<file path="src/rtl/muldiv_ctrl_pkg.sv">
// Shared types and constants for the M-extension multiply/divide sequencer.
// Op codes follow the RISC-V funct3 encoding so EX can pass funct3 straight through.
package muldiv_ctrl_pkg;

   localparam int XLEN       = 32;
   localparam int HART_ID_W  = 2;
   localparam int REG_ADDR_W = 5;
   localparam int MD_OP_W    = 3;
   localparam int MD_ST_W    = 2;
   localparam int CNT_W      = $clog2(XLEN);

   typedef enum logic [MD_OP_W-1:0] {
      MD_MUL    = 3'd0,
      MD_MULH   = 3'd1,
      MD_MULHSU = 3'd2,
      MD_MULHU  = 3'd3,
      MD_DIV    = 3'd4,
      MD_DIVU   = 3'd5,
      MD_REM    = 3'd6,
      MD_REMU   = 3'd7
   } md_op_e;

   typedef enum logic [MD_ST_W-1:0] {
      ST_IDLE = 2'd0,
      ST_CALC = 2'd1,
      ST_FIX  = 2'd2,
      ST_DONE = 2'd3
   } md_state_e;

   function automatic logic op_a_signed(input logic [MD_OP_W-1:0] op);
      return (op == MD_MULH) || (op == MD_MULHSU) || (op == MD_DIV) || (op == MD_REM);
   endfunction

   // MULHSU deliberately treats rs2 as unsigned.
   function automatic logic op_b_signed(input logic [MD_OP_W-1:0] op);
      return (op == MD_MULH) || (op == MD_DIV) || (op == MD_REM);
   endfunction

endpackage

</file>
<file path="src/rtl/muldiv_iter_core.sv">
// Radix-2 shift/add (multiply) and restoring shift/subtract (divide) datapath on magnitudes.
// The start edge already performs the first iteration; each step performs one more.
module muldiv_iter_core
   import muldiv_ctrl_pkg::*;
(
   input  logic                clk,
   input  logic                rst,
   input  logic                start,
   input  logic                step,
   input  logic                is_div,
   input  logic [XLEN-1:0]     a_mag,
   input  logic [XLEN-1:0]     b_mag,
   output logic [2*XLEN-1:0]   product,
   output logic [XLEN-1:0]     quotient,
   output logic [XLEN-1:0]     remainder
);

   // hi holds the partial product / partial remainder, lo the multiplier / quotient bits.
   logic [XLEN:0]   hi_reg, hi_cur, hi_next;
   logic [XLEN-1:0] lo_reg, lo_cur, lo_next;
   logic [XLEN-1:0] b_reg, b_cur;
   logic            div_reg, div_cur;

   logic [XLEN:0]   shifted;
   logic [XLEN+1:0] diff;
   logic [XLEN:0]   sum;

   assign hi_cur  = start ? '0     : hi_reg;
   assign lo_cur  = start ? a_mag  : lo_reg;
   assign b_cur   = start ? b_mag  : b_reg;
   assign div_cur = start ? is_div : div_reg;

   assign shifted = {hi_cur[XLEN-1:0], lo_cur[XLEN-1]};
   assign diff    = {1'b0, shifted} - {2'b00, b_cur};
   assign sum     = hi_cur + (lo_cur[0] ? {1'b0, b_cur} : '0);

   always_comb begin
      hi_next = hi_cur;
      lo_next = lo_cur;
      if (div_cur) begin
         if (!diff[XLEN+1]) begin
            hi_next = diff[XLEN:0];
            lo_next = {lo_cur[XLEN-2:0], 1'b1};
         end else begin
            hi_next = shifted;
            lo_next = {lo_cur[XLEN-2:0], 1'b0};
         end
      end else begin
         {hi_next, lo_next} = {1'b0, sum, lo_cur[XLEN-1:1]};
      end
   end

   always_ff @(posedge clk or posedge rst) begin
      if (rst) begin
         hi_reg  <= '0;
         lo_reg  <= '0;
         b_reg   <= '0;
         div_reg <= 1'b0;
      end else if (start || step) begin
         hi_reg  <= hi_next;
         lo_reg  <= lo_next;
         b_reg   <= b_cur;
         div_reg <= div_cur;
      end
   end

   assign product   = {hi_reg[XLEN-1:0], lo_reg};
   assign quotient  = lo_reg;
   assign remainder = hi_reg[XLEN-1:0];

endmodule

</file>
<file path="src/rtl/muldiv_ctrl.sv">
// Shared MUL/DIV sequencer: accepts one op from any hart, iterates, then holds the result
// until the writeback arbiter fires. Tracks ownership for per-hart busy and kill.
module muldiv_ctrl
   import muldiv_ctrl_pkg::*;
#(
   parameter int N_HARTS  = 4,
   parameter int FAST_MUL = 0
)(
   input  logic                  clk,
   input  logic                  rst,
   input  logic                  req_valid,
   output logic                  req_ready,
   input  logic [HART_ID_W-1:0]  req_hart_id,
   input  logic [REG_ADDR_W-1:0] req_rd,
   input  logic [MD_OP_W-1:0]    req_op,
   input  logic [XLEN-1:0]       req_a,
   input  logic [XLEN-1:0]       req_b,
   input  logic                  kill_valid,
   input  logic [HART_ID_W-1:0]  kill_hart_id,
   output logic                  muldiv_pending,
   output logic [HART_ID_W-1:0]  muldiv_pending_hart_id,
   output logic [REG_ADDR_W-1:0] muldiv_pending_rd,
   output logic [XLEN-1:0]       muldiv_pending_result,
   input  logic                  muldiv_wb_fire,
   output logic [N_HARTS-1:0]    hart_busy
);

   md_state_e             state_reg;
   logic [CNT_W-1:0]      cnt_reg;
   logic [HART_ID_W-1:0]  owner_reg;
   logic [REG_ADDR_W-1:0] rd_reg;
   md_op_e                op_reg;
   logic                  neg_reg;
   logic                  busy_reg;
   logic                  req_ready_reg;
   logic                  pending_reg;
   logic [HART_ID_W-1:0]  pend_hart_reg;
   logic [REG_ADDR_W-1:0] pend_rd_reg;
   logic [XLEN-1:0]       pend_result_reg;

   md_op_e          req_op_e;
   logic            req_is_div;
   logic            a_neg, b_neg, req_neg;
   logic [XLEN-1:0] a_mag, b_mag;
   logic            div_zero, div_ovf, use_fast;
   logic [XLEN-1:0] fast_mul_result, special_result;
   logic            kill_own;
   logic            core_start, core_step;

   logic [2*XLEN-1:0] core_product, prod_fix;
   logic [XLEN-1:0]   core_quotient, core_remainder, quo_fix, rem_fix, fix_result;

   assign req_op_e   = md_op_e'(req_op);
   assign req_is_div = req_op[2];
   assign a_neg      = op_a_signed(req_op) & req_a[XLEN-1];
   assign b_neg      = op_b_signed(req_op) & req_b[XLEN-1];
   assign a_mag      = a_neg ? -req_a : req_a;
   assign b_mag      = b_neg ? -req_b : req_b;
   // Remainders take the dividend's sign; quotients and products take the xor of both.
   assign req_neg    = (req_op[2] & req_op[1]) ? a_neg : (a_neg ^ b_neg);

   assign div_zero = req_is_div && (req_b == '0);
   assign div_ovf  = ((req_op_e == MD_DIV) || (req_op_e == MD_REM)) &&
                     (req_a == {1'b1, {(XLEN-1){1'b0}}}) && (req_b == '1);

   generate
      if (FAST_MUL != 0) begin : g_fast_mul
         logic [2*XLEN-1:0] a_ext, b_ext, prod;
         assign a_ext = {{XLEN{a_neg}}, req_a};
         assign b_ext = {{XLEN{b_neg}}, req_b};
         assign prod  = a_ext * b_ext;
         assign fast_mul_result = (req_op_e == MD_MUL) ? prod[XLEN-1:0] : prod[2*XLEN-1:XLEN];
      end else begin : g_iter_mul
         assign fast_mul_result = '0;
      end
   endgenerate

   assign use_fast = (!req_is_div && (FAST_MUL != 0)) || div_zero || div_ovf;

   always_comb begin
      special_result = fast_mul_result;
      if (div_zero) begin
         special_result = req_op[1] ? req_a : '1;
      end else if (div_ovf) begin
         special_result = req_op[1] ? '0 : req_a;
      end
   end

   assign kill_own   = kill_valid && (kill_hart_id == owner_reg);
   assign core_start = (state_reg == ST_IDLE) && req_valid && !use_fast;
   assign core_step  = (state_reg == ST_CALC);

   muldiv_iter_core u_core (
      .clk       (clk),
      .rst       (rst),
      .start     (core_start),
      .step      (core_step),
      .is_div    (req_is_div),
      .a_mag     (a_mag),
      .b_mag     (b_mag),
      .product   (core_product),
      .quotient  (core_quotient),
      .remainder (core_remainder)
   );

   assign prod_fix = neg_reg ? -core_product   : core_product;
   assign quo_fix  = neg_reg ? -core_quotient  : core_quotient;
   assign rem_fix  = neg_reg ? -core_remainder : core_remainder;

   always_comb begin
      case (op_reg)
         MD_MUL:                    fix_result = prod_fix[XLEN-1:0];
         MD_MULH, MD_MULHSU,
         MD_MULHU:                  fix_result = prod_fix[2*XLEN-1:XLEN];
         MD_DIV, MD_DIVU:           fix_result = quo_fix;
         default:                   fix_result = rem_fix;
      endcase
   end

   always_ff @(posedge clk or posedge rst) begin
      if (rst) begin
         state_reg       <= ST_IDLE;
         cnt_reg         <= '0;
         owner_reg       <= '0;
         rd_reg          <= '0;
         op_reg          <= MD_MUL;
         neg_reg         <= 1'b0;
         busy_reg        <= 1'b0;
         req_ready_reg   <= 1'b1;
         pending_reg     <= 1'b0;
         pend_hart_reg   <= '0;
         pend_rd_reg     <= '0;
         pend_result_reg <= '0;
      end else begin
         case (state_reg)
            ST_IDLE: begin
               if (req_valid) begin
                  owner_reg     <= req_hart_id;
                  rd_reg        <= req_rd;
                  op_reg        <= req_op_e;
                  neg_reg       <= req_neg;
                  busy_reg      <= 1'b1;
                  req_ready_reg <= 1'b0;
                  if (use_fast) begin
                     state_reg       <= ST_DONE;
                     pending_reg     <= 1'b1;
                     pend_hart_reg   <= req_hart_id;
                     pend_rd_reg     <= req_rd;
                     pend_result_reg <= special_result;
                  end else begin
                     state_reg <= ST_CALC;
                     cnt_reg   <= CNT_W'(XLEN-1);
                  end
               end
            end
            // The accept edge did iteration 0, so CALC covers the remaining XLEN-1.
            ST_CALC: begin
               if (kill_own) begin
                  state_reg     <= ST_IDLE;
                  busy_reg      <= 1'b0;
                  req_ready_reg <= 1'b1;
               end else begin
                  cnt_reg <= cnt_reg - CNT_W'(1);
                  if (cnt_reg == CNT_W'(1)) begin
                     state_reg <= ST_FIX;
                  end
               end
            end
            ST_FIX: begin
               if (kill_own) begin
                  state_reg     <= ST_IDLE;
                  busy_reg      <= 1'b0;
                  req_ready_reg <= 1'b1;
               end else begin
                  state_reg       <= ST_DONE;
                  pending_reg     <= 1'b1;
                  pend_hart_reg   <= owner_reg;
                  pend_rd_reg     <= rd_reg;
                  pend_result_reg <= fix_result;
               end
            end
            // A fire in the same cycle as a kill has already written back; both end here.
            ST_DONE: begin
               if (muldiv_wb_fire || kill_own) begin
                  state_reg     <= ST_IDLE;
                  pending_reg   <= 1'b0;
                  busy_reg      <= 1'b0;
                  req_ready_reg <= 1'b1;
               end
            end
            default: begin
               state_reg     <= ST_IDLE;
               pending_reg   <= 1'b0;
               busy_reg      <= 1'b0;
               req_ready_reg <= 1'b1;
            end
         endcase
      end
   end

   generate
      for (genvar gi = 0; gi < N_HARTS; gi++) begin : g_busy
         assign hart_busy[gi] = busy_reg && (owner_reg == HART_ID_W'(gi));
      end
   endgenerate

   assign req_ready              = req_ready_reg;
   assign muldiv_pending         = pending_reg;
   assign muldiv_pending_hart_id = pend_hart_reg;
   assign muldiv_pending_rd      = pend_rd_reg;
   assign muldiv_pending_result  = pend_result_reg;

endmodule

</file>
<file path="config.mk">
export PLATFORM = sky130hd
export DESIGN_NAME = muldiv_ctrl
export DESIGN_NICKNAME = d
export VERILOG_FILES = /design/src/rtl/muldiv_ctrl_pkg.sv /design/src/rtl/muldiv_iter_core.sv /design/src/rtl/muldiv_ctrl.sv
export SDC_FILE = /design/constraint.sdc
export NUM_CORES = 1
export LEC_CHECK = 0
export ABC_CLOCK_PERIOD_IN_PS = 7320
export BUFFER_PORTS_ARGS = -buffer_cell sky130_fd_sc_hd__buf_2
export CAP_MARGIN = 15
export CORE_MARGIN = 2
export CORE_UTILIZATION = 47
export DETAILED_ROUTE_END_ITERATION = 8
export PLACE_DENSITY_LB_ADDON = 0.3
export SKIP_LAST_GASP = 1
export SLEW_MARGIN = 20
export SYNTH_ARGS = -nofsm -noshare
export SYNTH_HDL_FRONTEND = slang
export SYNTH_SLANG_ARGS = --single-unit
</file>
<file path="constraint.sdc">
create_clock -name clk -period 7.32 [get_ports clk]
set_input_delay 0 -clock clk [delete_from_list [all_inputs] [get_ports clk]]
set_output_delay 0 -clock clk [all_outputs]
set_load 0.1 [all_outputs]
</file>
; Yosys cells after proc, flatten, opt, wreduce, memory -nomap -nowiden
; Cells that the tools add are included.
[totals]
reg_bits = 158
inputBits = 81
output_inout_bits = 45
elab_cells = 146
[classes]
addsub = 8
n_eq_ne = 27
muxes = 55
bitwise = 4
n_reduce_logical = 36
[ops]
columns = operator, count
row1 = 32-bit 2-to-1 mux, 15
row2 = 32-bit negator, 4
row3 = 33-bit 2-to-1 mux, 3
row4 = 32-bit case mux with 3 select lines, 1
row5 = "32-bit == test, second input constant", 2
row6 = 64-bit 2-to-1 mux, 1
row7 = 64-bit negator, 1
row8 = 32-bit case mux with 2 select lines, 1
row9 = 33-bit by 32-bit subtractor with 34-bit output, 1
row10 = 33-bit adder, 1
row11 = 32-bit logical NOT, 1
row12 = 5-bit 2-to-1 mux, 6
row13 = 5-bit case mux with 2 select lines, 2
row14 = 2-bit 2-to-1 mux, 9
row15 = "3-bit == test, second input constant", 4
row16 = 1-bit 2-to-1 mux, 12
row17 = "2-bit != test, second input constant", 6
row18 = 1-bit logical AND, 10
row19 = "3-bit by 2-bit == test with 1-bit output, second input constant", 3
row20 = 1-bit logical OR, 9
row21 = 1-bit case mux with 3 select lines, 3
row22 = "2-bit == test, second input constant", 4
row23 = 2-bit case mux with 4 select lines, 1
row24 = 4-bit AND reduction, 2
row25 = other kinds (20), 28

; Longest topological paths before layout
[logic_depth]
ltp_word = 11
mapped_depth = 28
ltp_nobuf = 22

; Hierarchy
; A second synthesis with hierarchy kept.
[unflattened]
hier_cells = 2280
hier_area_um2 = 17952.2
[by_module_without_submodules]
columns = module, n_inst, cells_each, area_each_um2, seq_area_each_um2
row1 = muldiv_iter_core, 1, 1155, 9522.9, 2452.4
row2 = muldiv_ctrl, 1, 1125, 8429.3, 1502.7

; Worst setup path after synthesis
; No wires, ideal clock.
[synth_path]
path_kind = input to register
from = input req_a[0]
to = register u_core.hi_reg[8]
t_arrival_ps = 5781
t_required_ps = 7185
path_slack_ps = 1404
path_stages = 25
n_path_buf = 6
cell_sequence = clkbuf_1 > inv_1 > ha_1 > nor4b_2 > nand3_2 > or4_4 > o21ai_4 > buf_4 > clkbuf_1 > clkbuf_1 > clkbuf_1 > clkbuf_1 > nor2_1 > a21oi_1 > ha_1 > and3_1 > nand2_1 > or2_2 > or2_2 > a2111o_1 > and3_4 > o31ai_4 > mux2_2 > o21ai_0 > o21ai_0
[synth_via]
elab_chain_len = 10
elab_cells_between_ends = 18
classes_between = 3 x add/sub / 1 x eq/ne / 8 x mux / 6 x reduce/logical
[synth_rtl]
columns = item, line_no
row1 = "start, declared", muldiv_ctrl.sv:16  ; input logic [XLEN-1:0] req_a,
row2 = branches (longest 10 deep; another with 33-bit adder), --
row3 = "end signal, assigned", muldiv_iter_core.sv:60  ; hi_reg <= hi_next;
row4 = "end, declared", muldiv_iter_core.sv:19  ; logic [XLEN:0] hi_reg, hi_cur, hi_next;
; Several ways; the timed one is not identified.
; A chain may end at the register's enable or synchronous reset.

; Final worst setup path
[layout_path]
from = input req_a[0]
to = register u_core.hi_reg[12]
; Same word-level chain as after synthesis.

==> out/qor.csv <==
stage,metric,value,unit
setup_path,worstSetupEndpointType,register,
drt,drt_iter0_drc,1682,
clock_network,cts_resized,0,
setup_path,worstSetupStartpointType,input port,
drt,firstDrtPassIters,6,
drt,ant_nets,0,
global_routing,grt-ovfl-total,0,
sta,rsz0062_at_grt,false,
synthesis,yosysTopAreaCellShare,0.254,
sta,period_needed,6.53,ns
synthesis,ys_types,85,
global_routing,first_global_vias,15640,
clock_network,cts-root-buf,clkbuf_16,
drt,drc_errors,0,
synthesis,ys_top_cells_by_count,"nor2_1 (263), nand2_1 (246), a21oi_1 (196), o21ai_0 (170), dfrtp_1 (157)",
clock_network,clkTransAtPathRegs,0.08,ns
sta,setup_violations,0,
placement,gp_congestion,0.952,
floorplan,die-area,34400,um2
global_routing,antenna_found_initial,1,
sta,hold_viol_final,0,
sta,worst_clock_skew,0.0167,ns
worst_hold_path,holdCritStartpoint,req_a[16],
synthesis,yosysTopAreaCell,dfrtp_1,
sta,worst_pin_slew,0.961,ns
setup_path,arrival,6.90,ns
clock_network,cts_buffers,17,
synthesis,avgSynthCellArea,7.34,um2
setup_path,r2r_start,state_reg[0]$_DFFE_PP0P_,
sta,post-route-period-util,0.891,
drt,avgRoutedWirePerCell,20.9,um
setup_path,worst-setup-path-type,input port to register,
global_routing,grt_pass1_wl,86700,um
synthesis,synth.area.top_cells,"dfrtp_1 (25%), nor2_1 (6.4%), a21oi_1 (6.3%)",
setup_path,crit_path_start,req_a[0],
synthesis,synthArstFlopShare,1.00,
cells_and_area,largest_reg_flops,33,
sta,maxSlewViolCount,0,
cells_and_area,antenna_cells,0,
floorplan,die_w,186,um
global_routing,grt_usage,0.324,
clock_network,clockBufferDepth,2,
placement,io_buffers,125,
worst_hold_path,hp-class,input port to register,
sta,fin_hold_ws,0.00491,ns
run,cap_violations,0,
drt,vias,16548,
cells_and_area,syn2layout_area_growth,11.5,%
worst_hold_path,worst_hold_path.num_cells,5,
floorplan,die_y,186,um
clock_network,clk_latency,0.46,ns
synthesis,syn_nets,2262,
synthesis,netlist_area,15500,um2
clock_network,cts_max_level,4,
synthesis,ys_seq_area_frac,0.255,
synthesis,ys_warn_count,0,
drt,vias_per_cell,6.28,
synthesis,synth.most_common_cell,nor2_1,
cells_and_area,fin_nets,2333,
drt,routed_wl,55100,um
floorplan,io_pins,126,
sta,slew_headroom,0.358,
sta,finalSetupTns,0,ns
cells_and_area,final_cells,2635,
global_routing,grt_start_max_net_pins,106,
setup_path,cp.required,7.69,ns
clock_network,cts_tree,yes,
run_status,outcome,"complete, no violations",
synthesis,synthFlopType,dfrtp_1,
placement,hpwl,41600,um
placement,dp.cells,2587,
floorplan,core,32500,um2
sta,max_freq,153,MHz
floorplan,fp-row-count,66,
cells_and_area,final_layout_size_suffix_gt1_frac,0.116,
synthesis,synth_seq_cells,158,
synthesis,netlist_instances,2109,
floorplan,initial_core_util,0.477,
clock_network,cts.sinks,158,
setup_path,critPathMaxFanout,95,
setup_path,r2r_cells,19,
synthesis,synth_edf_count,0,
[per-stage QoR]
step,utilization,setup WS [ns],area (um2)
after floorplan,-,1.40,15500
final,0.532,0.795,17300
after global routing,0.532,0.523,17300
after CTS,0.531,0.954,17200
after detailed placement,0.508,0.816,16500
after global placement,0.508,1.00,16500
[layer usage]
layer / track usage / vias to the layer above / wire [um]
met5: 0 / - / 0
met4: 0.164 / 0 / 2690
met3: 0.0522 / 159 / 4450
met2: 0.523 / 807 / 24900
met1: 0.419 / 7906 / 23000
li1: - / 7676 / -
[final cells by class]
cell class	instances	area, um2
Timing Repair Buffer	176	1080
Sequential cell	158	3960
Fill cell	3244	15200
Clock inverter	15	168
Clock buffer	17	425
Inverter	90	343
Tap cell	442	553
Multi-Input combinational cell	1737	10700
[repair_timing]
item,in CTS,in global routing
hold buffers,15,0
buffers inserted,0,0
hold endpoints to repair,124,0
[cell families (layout without fill, tap and decap cells)]
kind of cell | Yosys count | count (layout) | share of synthesized area
compound gates | 663 | 663 | 0.268
xor+xnor | 175 | 175 | 0.0990
fa+ha+maj | 73 | 73 | 0.0588
buf+inv | 214 | 298 | 0.0530
flops | 158 | 158 | 0.255
mux | 38 | 38 | 0.0260
simple gates | 788 | 788 | 0.240
[placed cells by master, fill, tap and decap left out, types with 9 or more instances in the layout]
| master | synthesis | layout |
|---|---|---|
| nor2_1 | 263 | 262 |
| nand2_1 | 246 | 245 |
| a21oi_1 | 196 | 194 |
| o21ai_0 | 170 | 170 |
| dfrtp_1 | 157 | 156 |
| buf_2 | 2 | 125 |
| xnor2_1 | 93 | 93 |
| inv_1 | 90 | 89 |
| xor2_1 | 82 | 82 |
| ha_1 | 72 | 72 |
| a31oi_1 | 50 | 50 |
| nor3_1 | 41 | 41 |
| and2_1 | 41 | 41 |
| buf_4 | 2 | 34 |
| nand3_1 | 33 | 33 |
| o31ai_1 | 33 | 33 |
| a21o_1 | 32 | 32 |
| nand4_1 | 22 | 22 |
| and3_1 | 20 | 20 |
| mux2i_1 | 20 | 20 |
| o22ai_1 | 21 | 20 |
| nor2b_1 | 19 | 19 |
| a211oi_1 | 19 | 19 |
| mux2_2 | 18 | 18 |
| o41ai_1 | 17 | 17 |
| clkbuf_16 | 0 | 17 |
| o211ai_1 | 16 | 16 |
| nand2b_1 | 15 | 15 |
| dlygate4sd3_1 | 0 | 15 |
| nor4_1 | 14 | 14 |
| or3_1 | 13 | 13 |
| or4_1 | 12 | 12 |
| or2_2 | 11 | 11 |
| o21bai_1 | 11 | 11 |
| o21a_1 | 10 | 9 |
[path summary, 6_finish.rpt]
path	end	slack [ns]
min in group asynchronous	muldiv_pending_rd[3]$_DFFE_PP0P_	0.06
worst min-delay path	muldiv_pending_result[16]$_DFFE_PP0P_	0.005
worst max register to register	u_core.hi_reg[12]$_DFFE_PP0P_	1.38
max in group asynchronous	muldiv_pending_result[24]$_DFFE_PP0P_	6.21
worst min register to register	muldiv_pending_result[12]$_DFFE_PP0P_	0.47
worst max-delay path	u_core.hi_reg[12]$_DFFE_PP0P_	0.79
[critical path: stages]
cell,delay [ns]
dlygate4sd3_1,0.53
buf_2,0.21
inv_1,0.15
ha_1,0.25
nor4b_2,0.36
nand3_2,0.23
or4_4,0.60
o21ai_4,0.24
buf_12,0.35
nor2_1,0.09
a21oi_1,0.41
ha_1,0.33
and3_1,0.23
nand2_1,0.07
or2_2,0.28
or2_2,0.29
a2111o_1,0.37
and3_4,0.22
o31ai_4,0.76
buf_4,0.38
nor2_1,0.06
a211o_1,0.27
a21oi_1,0.14
Power is left out: the tool's default activity adds up to more than one toggle a clock period on the data nets, which glitch-free logic cannot reach.
